===== config.mk =====
export PLATFORM = sky130hd
export DESIGN_NAME = ddr2_wr_frontend
export DESIGN_NICKNAME = d
export VERILOG_FILES = /design/src/rtl/ddr2_wr_frontend.sv
export SDC_FILE = /design/constraint.sdc
export NUM_CORES = 1
export LEC_CHECK = 0
export CORE_MARGIN = 2
export CORE_UTILIZATION = 66
export DETAILED_ROUTE_END_ITERATION = 7
export PLACE_DENSITY = 0.92
export SLEW_MARGIN = 0
export SYNTH_ARGS = -nofsm -noshare
export SYNTH_HDL_FRONTEND = slang
export SYNTH_SLANG_ARGS = --single-unit

===== constraint.sdc =====
create_clock -name clk -period 4.6 [get_ports clk]
set_clock_uncertainty 0.1 [all_clocks]
set_input_delay 0.92 -clock clk [delete_from_list [all_inputs] [get_ports clk]]
set_output_delay 0.92 -clock clk [all_outputs]
set_load 0.05 [all_outputs]

===== src/rtl/ddr2_wr_frontend.sv =====
// Write-path front end: buffers user write commands/data and splits bursts into controller chunks.
// Latency: chunk issue starts 3 cycles after its command reaches the FIFO head with data buffered.
// Backpressure: usr_cmd_ready/usr_wready drop when the FIFOs are full; awready/wready/bvalid pace the chunks.

// Generic FIFO: registered pointers, occupancy count, no internal overflow guard.
module ddr2_wr_frontend_fifo #(
  parameter int W     = 8,
  parameter int DEPTH = 4,
  parameter int CNT_W = $clog2(DEPTH + 1)
) (
  input  logic             clk,
  input  logic             rst_n,
  input  logic             push,
  input  logic [W-1:0]     din,
  input  logic             pop,
  output logic [W-1:0]     dout,
  output logic [CNT_W-1:0] count
);
  localparam int AW = (DEPTH > 1) ? $clog2(DEPTH) : 1;

  logic [W-1:0]  mem [DEPTH];
  logic [AW-1:0] wp;
  logic [AW-1:0] rp;

  // Storage write; contents need no reset since count gates validity.
  always_ff @(posedge clk) begin
    if (push) mem[wp] <= din;
  end

  // Pointer and occupancy tracking; simultaneous push/pop leaves count unchanged.
  always_ff @(posedge clk or negedge rst_n) begin
    if (!rst_n) begin
      wp    <= '0;
      rp    <= '0;
      count <= '0;
    end else begin
      if (push) wp <= wp + 1'b1;
      if (pop)  rp <= rp + 1'b1;
      if (push && !pop)      count <= count + 1'b1;
      else if (pop && !push) count <= count - 1'b1;
    end
  end

  assign dout = mem[rp];
endmodule

module ddr2_wr_frontend #(
  parameter int BA_BITS    = 3,
  parameter int ROW_BITS   = 13,
  parameter int COL_BITS   = 10,
  parameter int DQ_BITS    = 8,
  parameter int CMD_DEPTH  = 4,
  parameter int DATA_DEPTH = 32,
  parameter int MAX_BEATS  = 16
) (
  input  logic                                 clk,
  input  logic                                 rst_n,
  input  logic                                 init_end,
  input  logic                                 usr_cmd_valid,
  output logic                                 usr_cmd_ready,
  input  logic [BA_BITS+ROW_BITS+COL_BITS-1:0] usr_addr,
  input  logic [7:0]                           usr_len,
  input  logic                                 usr_wvalid,
  output logic                                 usr_wready,
  input  logic [DQ_BITS*2-1:0]                 usr_wdata,
  input  logic                                 usr_wlast,
  output logic                                 usr_done,
  output logic                                 usr_err_odd,
  output logic                                 awvalid,
  input  logic                                 awready,
  output logic [BA_BITS+ROW_BITS+COL_BITS-1:0] awaddr,
  output logic [7:0]                           awlen,
  output logic                                 wvalid,
  input  logic                                 wready,
  output logic                                 wlast,
  output logic [DQ_BITS*2-1:0]                 wdata,
  input  logic                                 bvalid,
  output logic                                 bready
);
  localparam int AW    = BA_BITS + ROW_BITS + COL_BITS;
  localparam int BW    = DQ_BITS * 2;
  localparam int CCW   = $clog2(CMD_DEPTH + 1);
  localparam int DCW   = $clog2(DATA_DEPTH + 1);
  localparam int CMD_W = AW + 8 + 1;

  typedef enum logic [2:0] {S_IDLE, S_SPLIT, S_WAIT, S_ISSUE, S_DATA, S_RESP} state_t;

  state_t        state, nxt;
  logic          rdy_en;
  logic          pad_pending;
  logic [CCW-1:0] cmd_cnt, pad_cnt;
  logic [DCW-1:0] data_cnt;
  logic [CMD_W-1:0] cmd_dout;
  logic          pad_dout;
  logic [BW-1:0] data_dout;
  logic          cmd_push, cmd_pop, cmd_full, cmd_empty;
  logic          usr_push, pad_push, data_push, data_pop, data_full;
  logic          pad_pop;
  logic [AW-1:0] cmd_addr;
  logic [7:0]    cmd_len;
  logic [AW-1:0] cur_addr;
  logic [8:0]    rem, chunk, chunk_calc;
  logic [7:0]    beat_cnt;

  assign cmd_full  = (cmd_cnt == CCW'(CMD_DEPTH));
  assign cmd_empty = (cmd_cnt == '0);
  assign data_full = (data_cnt == DCW'(DATA_DEPTH));

  assign usr_cmd_ready = rdy_en && !cmd_full;
  assign usr_wready    = rdy_en && !data_full && !pad_pending;
  assign cmd_push      = usr_cmd_valid && usr_cmd_ready;
  assign usr_push      = usr_wvalid && usr_wready;
  // Pad bits follow the data side, which may run ahead of the chunk engine.
  assign pad_pop       = usr_push && usr_wlast && (pad_cnt != '0);
  assign pad_push      = pad_pending && !data_full;
  assign data_push     = usr_push || pad_push;
  assign data_pop      = wvalid && wready;

  assign cmd_addr = cmd_dout[CMD_W-1 -: AW];
  assign cmd_len  = cmd_dout[8:1];

  ddr2_wr_frontend_fifo #(.W(CMD_W), .DEPTH(CMD_DEPTH)) u_cmd_fifo (
    .clk(clk), .rst_n(rst_n), .push(cmd_push),
    .din({usr_addr & {{(AW-2){1'b1}}, 2'b00}, usr_len | 8'd1, ~usr_len[0]}),
    .pop(cmd_pop), .dout(cmd_dout), .count(cmd_cnt)
  );

  ddr2_wr_frontend_fifo #(.W(1), .DEPTH(CMD_DEPTH)) u_pad_fifo (
    .clk(clk), .rst_n(rst_n), .push(cmd_push), .din(~usr_len[0]),
    .pop(pad_pop), .dout(pad_dout), .count(pad_cnt)
  );

  ddr2_wr_frontend_fifo #(.W(BW), .DEPTH(DATA_DEPTH)) u_data_fifo (
    .clk(clk), .rst_n(rst_n), .push(data_push),
    .din(pad_pending ? '0 : usr_wdata),
    .pop(data_pop), .dout(data_dout), .count(data_cnt)
  );

  // Ready enable keeps both user readies low while reset is asserted.
  always_ff @(posedge clk or negedge rst_n) begin
    if (!rst_n) rdy_en <= 1'b0;
    else        rdy_en <= 1'b1;
  end

  // Zero-beat padding after an odd-length command's last beat; sticky odd flag.
  always_ff @(posedge clk or negedge rst_n) begin
    if (!rst_n) begin
      pad_pending <= 1'b0;
      usr_err_odd <= 1'b0;
    end else begin
      if (pad_push)                        pad_pending <= 1'b0;
      else if (pad_pop && pad_dout)        pad_pending <= 1'b1;
      if (cmd_push && !usr_len[0])         usr_err_odd <= 1'b1;
    end
  end

  // Chunk size: bounded by remaining beats, MAX_BEATS and beats left in the row.
  always_comb begin
    logic [31:0] room_w, ch_w;
    room_w = ((32'd1 << COL_BITS) - 32'(cur_addr[COL_BITS-1:0])) >> 1;
    ch_w   = 32'(rem);
    if (ch_w > 32'(MAX_BEATS)) ch_w = 32'(MAX_BEATS);
    if (ch_w > room_w)         ch_w = room_w;
    chunk_calc = ch_w[8:0];
  end

  // FSM state register.
  always_ff @(posedge clk or negedge rst_n) begin
    if (!rst_n) state <= S_IDLE;
    else        state <= nxt;
  end

  // FSM next state and controller-side handshake outputs.
  always_comb begin
    nxt     = state;
    awvalid = 1'b0;
    wvalid  = 1'b0;
    wlast   = 1'b0;
    bready  = 1'b0;
    cmd_pop = 1'b0;
    case (state)
      S_IDLE:  if (init_end && !cmd_empty) nxt = S_SPLIT;
      S_SPLIT: nxt = S_WAIT;
      S_WAIT:  if (32'(data_cnt) >= 32'(chunk)) nxt = S_ISSUE;
      S_ISSUE: begin
        awvalid = 1'b1;
        if (awready) nxt = S_DATA;
      end
      S_DATA: begin
        wvalid = 1'b1;
        wlast  = (beat_cnt == 8'(chunk - 9'd1));
        if (wready && wlast) nxt = S_RESP;
      end
      S_RESP: begin
        bready = 1'b1;
        if (bvalid) begin
          if (rem == chunk) begin
            cmd_pop = 1'b1;
            nxt     = S_IDLE;
          end else begin
            nxt = S_SPLIT;
          end
        end
      end
      default: nxt = S_IDLE;
    endcase
  end

  // Chunk datapath: address/remaining tracking, beat counter, completion pulse.
  always_ff @(posedge clk or negedge rst_n) begin
    if (!rst_n) begin
      cur_addr <= '0;
      rem      <= '0;
      chunk    <= '0;
      beat_cnt <= '0;
      usr_done <= 1'b0;
    end else begin
      usr_done <= cmd_pop;
      case (state)
        S_IDLE: if (init_end && !cmd_empty) begin
          cur_addr <= cmd_addr;
          rem      <= {1'b0, cmd_len} + 9'd1;
        end
        S_SPLIT: begin
          chunk    <= chunk_calc;
          beat_cnt <= '0;
        end
        S_DATA: if (data_pop) beat_cnt <= beat_cnt + 8'd1;
        S_RESP: if (bvalid) begin
          cur_addr <= cur_addr + AW'({chunk, 1'b0});
          rem      <= rem - chunk;
        end
        default: ;
      endcase
    end
  end

  assign awaddr = awvalid ? cur_addr : '0;
  assign awlen  = awvalid ? 8'(chunk - 9'd1) : 8'd0;
  assign wdata  = wvalid ? data_dout : '0;
endmodule


==> results.toml <==
[logic_synthesis]
ys_ff_latch = 728
yosys_warnings = 0
synthSimpleGateAreaFrac_pct = 5.66
seq_area_frac_synth_pct = 69.9
ys.flop_type = "edfxtp_1"
synth_compound_area_share_pct = 3.35
synth_area_mm2 = 0.0307
synth_cell_types = 69
synth_fa_ha_area_share_pct = 2.65
syn_avg_cell_area_um2 = 18.0
synth_edf_count = 640
netlist_instances = 1702
async_flop_share_pct = 12.1
synth_top_family_by_area = "multiplexers"
synth_xor_area_share_pct = 1.99
synth_mux_area_share_pct = 14.8

[timing]
slew_headroom_pct = 10.2
setup_violations = 0
finalMaxSlewViolations = 0
rsz0062_at_grt = "no"
hold_violations = 0
max_slew.worst_pin.slew_ns = 1.34
period_needed_ns = 4.56
max_freq_ghz = 0.219
period_share_pct = 99.1
fin_setup_tns_ns = 0

[run]
drv_cap = 0

[cts]
insertion_delay_ns = 0.61
cts-root-buf = "clkbuf_16"
ctsHtreeMaxLevel = 3
cts_inserted_buffers = 71
cts_tree = "yes"
cts.clk_slew.worst_paths_ns = 0.07
cts_max_path_buffers = 3
clock-sinks = 728

[power_and_ir_drop]
power.leakage_nw = 11.9
p_switching_mw = 6.99
p_sw_share_pct = 33.3
p_int_mw = 14.0
power_mw = 21.0
peakVddDrop_uv = 527
p_seq_share_pct = 40.7
clockPowerShare_pct = 27.8
combPwrFrac_pct = 31.5
power_density_mw_per_mm2 = 599

[routing]
finalWirelength_um = 82800
vias_per_cell = 7.15
ant_nets = 0
drt-pass1-iter-count = 7
wl_per_cell_um = 32.7
drt_iter0_drc = 2567
drc = 0
vias = 18100

[worst_hold_path]
hp-class = "primary input to asynchronous set/reset pin"

[cells_and_area]
fill_cells = 2153
stdcell_area_mm2 = 0.0351
layout.area.seq_mm2 = 0.0214
diodes = 0
fin_cells = 2535
layout_commonest_cell = "edfxtp_1"
multi_input_area_mm2 = 0.00880
fin_nets = 2002
drive_above_1_share_pct = 21.3
final_cell_mix = "edfxtp_1, mux4_2, nor2_1"
area_growth_pct = 14.4

[setup_path]
worstPathRequired_ns = 3.58
endpoint_kind = "output pin"
critPathLaunchType = "register"
crit_path_max_fanout = 48
startpoint = "u_data_fifo.rp[1]$_DFFE_PN0P_"
path_class = "register to output pin"
worstPathArrival_ns = 3.54
r2r-start = "u_data_fifo.count[3]$_DFFE_PN0P_"

[global_route]
grt_pass1_vias = 18700
antenna_found_initial = 1
grt_max_degree = 67
grt_first_pass_wirelength_um = 121000
grt_overflow = 0
gr-usage-all-layers_pct = 35.4

[die]
coreArea_mm2 = 0.0456
rows = 78
die-area_mm2 = 0.0482
die_width_um = 220
io_pins = 117
fp.dieH_um = 220
initial_core_util_pct = 67.3

[place]
placed_cell_area_mm2 = 0.0327
gp_congestion = 0.891
dpl.hpwl_um = 45800
port_buffers = 113
dp.cells = 2400

[outcome]
outcome = "finished, final reports clean"
==> layer usage <==
layer  wire (µm)  global-route usage (%)
met1       26500                    43.0
met2       42700                    59.8
met3        8100                    7.26
met4        5510                    20.2
met5           0                       0
==> power by group through the flow <==
stage | combinational [mW] | sequential (mW) | clock (mW)
after floorplan | 4.70 | 8.30 | 0
after global placement | 5.88 | 8.56 | 0
after detailed placement | 6.20 | 8.63 | 0
after CTS | 6.43 | 8.53 | 5.84
after global routing | 7.03 | 8.59 | 6.08
final | 6.62 | 8.54 | 5.84
==> final timing paths <==
path | endpoint | slack (ns) | cells past startpoint
hold / removal | cur_addr[11]$_DFFE_PN0P_ | 0.34 | 1
hold reg to reg | u_pad_fifo.count[2]$_DFFE_PN0P_ | 0.36 | 1
max in group asynchronous | u_data_fifo.rp[1]$_DFFE_PN0P_ | 3.14 | 2
min in group clk | u_pad_fifo.count[2]$_DFFE_PN0P_ | 0.36 | 1
setup / recovery | wdata[9] | 0.04 | 6
setup reg to reg | u_data_fifo.count[5]$_DFFE_PN0P_ | 0.59 | 12
==> Yosys cell counts (5+ instances only) <==
library cell / instances / area, µm²
o31ai_1: 5 / 37.5
o211ai_1: 14 / 105
a21o_1: 11 / 82.6
nand3_1: 22 / 110
dfrtp_1: 88 / 2200
ha_1: 57 / 713
mux2i_1: 18 / 180
a31oi_1: 6 / 37.5
a311oi_1: 5 / 43.8
or3_1: 10 / 62.6
or4_1: 8 / 60.1
buf_1: 9 / 33.8
mux4_2: 192 / 4320
buf_2: 13 / 65.1
nor3b_1: 5 / 37.5
edfxtp_1: 640 / 19200
nand4_1: 15 / 93.8
nor2b_1: 26 / 163
fa_1: 5 / 100
inv_1: 39 / 146
clkbuf_1: 43 / 161
and2_1: 29 / 181
and3_1: 16 / 100
nor3_1: 16 / 80.1
xnor2_1: 37 / 324
a21oi_1: 39 / 195
nor2_1: 113 / 424
buf_4: 12 / 90.1
o21ai_0: 38 / 190
nand2_1: 71 / 267
xor2_1: 30 / 263
nand2b_1: 6 / 37.5
==> sequential cells by signal, summed over array words and instances (netlist names) <==
signal,flops
u_pad_fifo.mem,4
rdy_en,1
usr_done,1
u_data_fifo.count,6
u_pad_fifo.rp,2
usr_err_odd,1
chunk,9
u_data_fifo.wp,5
state,3
u_data_fifo.rp,5
u_cmd_fifo.count,3
rem,9
u_data_fifo.mem,512
pad_pending,1
cur_addr,25
u_cmd_fifo.rp,2
u_pad_fifo.wp,2
beat_cnt,8
u_cmd_fifo.mem,124
u_pad_fifo.count,3
u_cmd_fifo.wp,2
==> kinds of logic (layout without fill, tap and decap cells) <==
kind of cell             Yosys count  after routing
buffers and inverters            120            349
flip-flops                       728            728
adder cells (fa/ha/maj)           62             62
AO/OA/AOI/OAI                    158            158
multiplexers                     212            212
AND/OR/NAND/NOR                  352            352
XOR/XNOR                          68             68
other                              2              6
==> worst max-delay path: stages (launching register included) <==
cell and delay [ns]:
dfrtp_4 0.82, buf_6 0.51, mux4_2 0.46, mux4_2 0.50, mux2i_1 0.30, nor2_1 0.09, buf_4 0.20
==> area by class of cell <==
type,count,share of cell area [%]
inverter,41,0.439
timing repair buffer,181,4.83
multi-input combinational,858,25.1
tap,600,2.14
sequential,728,61.1
clock buffer,92,5.47
clock inverter,35,0.967
==> repair_timing <==
action                                  4_1_cts  5_1_grt
resized for setup                             6        4
hold buffers                                  0        0
gates cloned                                  0        0
setup buffers                                 0        6
endpoints found under the setup margin        9        4
==> per-stage QoR <==
step,worst slack (ns),hold slack [ns],util [%]
final,0.0401,0.342,77.0
after floorplan,1.16,0.334,-
after global placement,0.694,0.341,71.7
after detailed placement,0.568,0.347,71.7
after global routing,0.0214,0.381,77.0
after CTS,0.00993,0.361,76.7
No activity file was read; power rests on OpenSTA's default activity.
